## src/rtl/rs_pkg.sv

```systemverilog
// Shared GF(2^8) arithmetic and generator-polynomial construction
// for the systematic Reed-Solomon encoder.
package rs_pkg;

    localparam logic [8:0] GF_POLY  = 9'h11B;
    localparam logic [7:0] GF_ALPHA = 8'h03;
    localparam int         MAX_NSYM = 254;

    typedef enum logic {
        ST_DATA,
        ST_PARITY
    } state_e;

    typedef logic [8*MAX_NSYM-1:0] gpoly_t;

    function automatic logic [7:0] gf_mul(
        input logic [7:0] a,
        input logic [7:0] b
    );
        logic [7:0] p;
        logic [7:0] x;
        p = '0;
        x = a;
        for (int i = 0; i < 8; i++) begin
            if (b[i]) p = p ^ x;
            x = x[7] ? ({x[6:0], 1'b0} ^ GF_POLY[7:0])
                     : {x[6:0], 1'b0};
        end
        return p;
    endfunction

    // Coefficients g_0..g_{nsym-1} of the monic g(x), g_j in bits [8j+:8]
    function automatic gpoly_t gen_poly(
        input int nsym,
        input int fcr
    );
        logic [7:0] g [MAX_NSYM+1];
        logic [7:0] root;
        gpoly_t     r;
        for (int j = 0; j <= MAX_NSYM; j++) g[j] = 8'h00;
        g[0] = 8'h01;
        root = 8'h01;
        for (int i = 0; i < fcr; i++) root = gf_mul(root, GF_ALPHA);
        for (int i = 0; i < nsym; i++) begin
            for (int j = i + 1; j > 0; j--) begin
                g[j] = g[j-1] ^ gf_mul(g[j], root);
            end
            g[0] = gf_mul(g[0], root);
            root = gf_mul(root, GF_ALPHA);
        end
        r = '0;
        for (int j = 0; j < nsym; j++) r[8*j +: 8] = g[j];
        return r;
    endfunction

endpackage

```

## src/rtl/rs_encoder_gf256_cmul.sv

```systemverilog
// Constant-coefficient GF(2^8) multiplier; folds to a fixed XOR network.
module gf256_cmul
    import rs_pkg::*;
#(
    parameter logic [7:0] COEF = 8'h01
) (
    input  logic [7:0] a_i,
    output logic [7:0] p_o
);

    assign p_o = gf_mul(a_i, COEF);

endmodule

```

## src/rtl/rs_encoder.sv

```systemverilog
// Systematic RS encoder: passes K message bytes through, then shifts
// out NSYM parity bytes from the LFSR division register.
module rs_encoder
    import rs_pkg::*;
#(
    parameter int K    = 223,
    parameter int NSYM = 32,
    parameter int FCR  = 0
) (
    input  logic       clk,
    input  logic       rst_n,
    input  logic       s_valid,
    output logic       s_ready,
    input  logic [7:0] s_data,
    output logic       m_valid,
    input  logic       m_ready,
    output logic [7:0] m_data,
    output logic       m_last
);

    localparam int            CW     = $clog2(K > NSYM ? K : NSYM) + 1;
    localparam logic [CW-1:0] K_LAST = CW'(K - 1);
    localparam logic [CW-1:0] P_LAST = CW'(NSYM - 1);
    localparam gpoly_t        G      = gen_poly(NSYM, FCR);

    state_e        state_q, state_d;
    logic [CW-1:0] cnt_q, cnt_d;
    logic [7:0]    par_q [NSYM];
    logic [7:0]    par_d [NSYM];
    logic [7:0]    fb;
    logic [7:0]    fbg   [NSYM];
    logic          xfer;

    assign fb = s_data ^ par_q[NSYM-1];

    for (genvar i = 0; i < NSYM; i++) begin : g_mul
        gf256_cmul #(
            .COEF(G[8*i +: 8])
        ) u_mul (
            .a_i(fb),
            .p_o(fbg[i])
        );
    end

    always_comb begin
        state_d = state_q;
        cnt_d   = cnt_q;
        par_d   = par_q;
        xfer    = 1'b0;
        s_ready = 1'b0;
        m_valid = 1'b1;
        m_data  = par_q[NSYM-1];
        m_last  = 1'b0;
        unique case (state_q)
            ST_DATA: begin
                s_ready = m_ready;
                m_valid = s_valid;
                m_data  = s_data;
                xfer    = s_valid & m_ready;
                if (xfer) begin
                    par_d[0] = fbg[0];
                    for (int i = 1; i < NSYM; i++) begin
                        par_d[i] = par_q[i-1] ^ fbg[i];
                    end
                    if (cnt_q == K_LAST) begin
                        cnt_d   = '0;
                        state_d = ST_PARITY;
                    end else begin
                        cnt_d = cnt_q + 1'b1;
                    end
                end
            end
            ST_PARITY: begin
                m_last = (cnt_q == P_LAST);
                xfer   = m_ready;
                if (xfer) begin
                    // Zero fill leaves the register clear for the next codeword
                    par_d[0] = 8'h00;
                    for (int i = 1; i < NSYM; i++) begin
                        par_d[i] = par_q[i-1];
                    end
                    if (cnt_q == P_LAST) begin
                        cnt_d   = '0;
                        state_d = ST_DATA;
                    end else begin
                        cnt_d = cnt_q + 1'b1;
                    end
                end
            end
            default: begin
                state_d = ST_DATA;
            end
        endcase
    end

    always_ff @(posedge clk or negedge rst_n) begin
        if (!rst_n) begin
            state_q <= ST_DATA;
            cnt_q   <= '0;
            for (int i = 0; i < NSYM; i++) par_q[i] <= 8'h00;
        end else begin
            state_q <= state_d;
            cnt_q   <= cnt_d;
            par_q   <= par_d;
        end
    end

endmodule
```

## config.mk

```make
export PLATFORM = sky130hd
export DESIGN_NAME = rs_encoder
export DESIGN_NICKNAME = d
export VERILOG_FILES = /design/src/rtl/rs_pkg.sv /design/src/rtl/rs_encoder_gf256_cmul.sv /design/src/rtl/rs_encoder.sv
export SDC_FILE = /design/constraint.sdc
export NUM_CORES = 1
export LEC_CHECK = 0
export CORE_MARGIN = 5
export CORE_UTILIZATION = 65
export DETAILED_ROUTE_END_ITERATION = 6
export PLACE_DENSITY = 0.82
export SYNTH_ARGS = -nofsm -noshare
export SYNTH_HDL_FRONTEND = slang
export SYNTH_SLANG_ARGS = --single-unit
```

## constraint.sdc

```tcl
create_clock -name clk -period 3.7 [get_ports clk]
set_input_delay 0.74 -clock clk [delete_from_list [all_inputs] [get_ports clk]]
set_output_delay 0.74 -clock clk [all_outputs]
set_load 0.01 [all_outputs]
```

==> flow_summary.toml <==
[placed_design]
gp_congestion = 0.999
dp_hpwl_mm = 25.5
numPortBuffers = 22

[timing]
setup_tns_ns = 0
fin_worst_skew_ns = 0.0117
min_period_over_period_pct = 85.4
period_minus_slack_ns = 3.16
setup_viol_count_final = 0
finalMaxSlewViolations = 0
max_slew_margin_pct = 19.7
rsz0062_at_grt = "false"
tightest_slew_ns = 1.20
hold_viol = 0
fmax_mhz = 316

[finish]
drive_gt1_share_pct = 8.89
seq_area_sq_um = 6660
diodes = 0
fillerInstances = 1540
num-nets-final = 1566
final_cell_mix = "xnor2_1, dfrtp_1, o21ai_0"
syn_to_final_growth_pct = 11.6
multiInputGateArea_sq_um = 7850
layout_commonest_cell = "xnor2_1"

[clocking]
cts_tree = "built"
cts_resized = 0
cts_buffers = 29
cts_hold_buf = 0
clockBufferDepth = 3
clock-sinks = 266
htree_levels = 1
path_clk_slew_ns = 0.06
clock-root-buffer = "clkbuf_16"
cts_setup_buffers = 0
clk-insertion-delay-late_ns = 0.55

[setup_path]
cp-start-kind = "input port"
slowest_stage = "xnor2_1"
crit_required_ns = 4.10
cp_slowest_stage_delay_ns = 0.92
end_kind = "flop"
crit_top_cell = "xnor2_1"
critPathTopFamily = "XOR/XNOR gates"
cp_num_buf_inv = 2
worstPathArrival_ns = 3.57
worstPathMaxFanout = 9
crit_type = "input port to flop"
crit_chain = "clkdlybuf4s50_1 > xnor2_4 > buf_4 > xnor2_1 > xor3_1 > nor2_1 > xnor2_1 > o21ai_0"

[global_routing]
grt_pass1_wl_mm = 60.0
grt_max_degree = 181
grtUsageTotal_pct = 29.2
grt_pass1_vias = 10910
grt_antenna_before_repair = 0
grt-ovfl-total = 0

[logic_synthesis]
synth_area_leader_cell = "dfrtp_1"
synth_edf_count = 0
synth.net_count = 1546
syn-cell-area_sq_um = 14900
ys_seq_area_share_pct = 44.7
synthCells = 1532
ys_types = 40
async_flop_share_pct = 100
synth_ff_type = "dfrtp_1"
yosysWarningCount = 0
avgSynthCellArea_sq_um = 9.72
synth.top_cell.area_share_pct = 44.7
synth_area_leaders = "dfrtp_1, xnor2_1, o21ai_0"
synth-seq-cells = 266

[min_path]
hold_path_class = "input port to asynchronous set/reset pin"

[run_status]
status = "finished clean"

[floorplan]
core_area_sq_um = 22600
pin_count = 23
fp.dieH_microns = 161
die-area_sq_um = 26000
die-width_microns = 161
initial_utilization_pct = 66.0
num_rows = 55

[routing]
routed_wirelength_mm = 37.4
drc = 0
num_vias = 10775
dr.pass1.iters = 5
via_per_inst = 5.80
drt-initial-drc-count = 1243
routedWlPerCell_microns = 20.1
ant_nets = 0

[flow_run]
cap_viol_max_count = 0
[cell families after synthesis]
logic type | after synthesis | share of synthesized area (%)
adders and majority gates | 2 | 0.168
buffers and inverters | 103 | 2.73
and+or+nand+nor | 440 | 12.0
muxes | 10 | 0.756
AOI/OAI and AO/OA | 295 | 10.4
xor gates and xnor gates | 416 | 29.3
DFF | 266 | 44.7
[worst register-to-register path, stage by stage, from the launching register on]
cell,delay [ns]
dfrtp_1,0.45
xnor2_2,0.75
xnor3_1,0.59
xnor2_1,0.39
xnor2_1,0.19
or3_1,0.32
a31oi_1,0.18
[synth_stat cells, types with 8 or more instances]
cell type / n
xnor2_1: 342
inv_1: 10
buf_2: 10
nor2b_1: 13
xor2_1: 19
buf_1: 13
xnor2_2: 10
or3_1: 11
clkbuf_1: 68
dfrtp_1: 266
o22ai_1: 8
nor2_1: 143
xnor3_1: 35
o21ai_0: 254
nand2_1: 244
nand2b_1: 10
a31oi_1: 14
mux2_2: 10
[worst paths after layout]
path / startpoint / end / slack, ns / cells past startpoint
setup / recovery: s_data[3] / par_q[176]$_DFFE_PN0P_ / 0.54 / 8
hold / removal: rst_n / cnt_q[5]$_DFFE_PN0P_ / 0.1 / 1
setup reg to reg: par_q[4]$_DFFE_PN0P_ / par_q[96]$_DFFE_PN0P_ / 0.74 / 6
hold reg to reg: cnt_q[8]$_DFFE_PN0P_ / cnt_q[8]$_DFFE_PN0P_ / 0.47 / 1
max in group asynchronous: rst_n / par_q[138]$_DFFE_PN0P_ / 2.68 / 2
min in group clk: cnt_q[8]$_DFFE_PN0P_ / cnt_q[8]$_DFFE_PN0P_ / 0.47 / 1
[layer usage]
metal | GRT usage, % | share of wire (%) | routed length [microns]
met2 | 46.3 | 47 | 17400
met4 | 10.6 | 3.9 | 1470
met5 | 0 | 0 | 0
met3 | 5.87 | 8.1 | 3040
met1 | 40.5 | 41 | 15400
[layout make-up]
class	instances	share of cell area [%]
Inverter	10	0.226
Clock buffer	43	5.17
Multi-Input combinational cell	1163	47.3
Timing Repair Buffer	82	4.75
Tap cell	285	2.15
Clock inverter	10	0.346
Sequential cell	266	40.1
[metrics by stage]
step | cells | hold slack [ns] | instance area, sq um | util (%) | setup WS (ns)
global route | 1859 | 0.128 | 16600 | 73.6 | 0.479
global placement | 1806 | 0.457 | 15700 | 69.5 | 0.0757
floorplan | 1532 | 0.442 | 14900 | - | 1.00
finish | 1859 | 0.0951 | 16600 | 73.6 | 0.539
detailed placement | 1806 | 0.463 | 15700 | 69.5 | 0.0698
CTS | 1859 | 0.108 | 16600 | 73.6 | 0.586
[flip-flops by register name, indices dropped and copies added (netlist names)]
name,flops
state_q,1
cnt_q,9
par_q,256
Power is left out: the tool's default activity adds up to more than one toggle a clock period on the data nets, which glitch-free logic cannot reach.
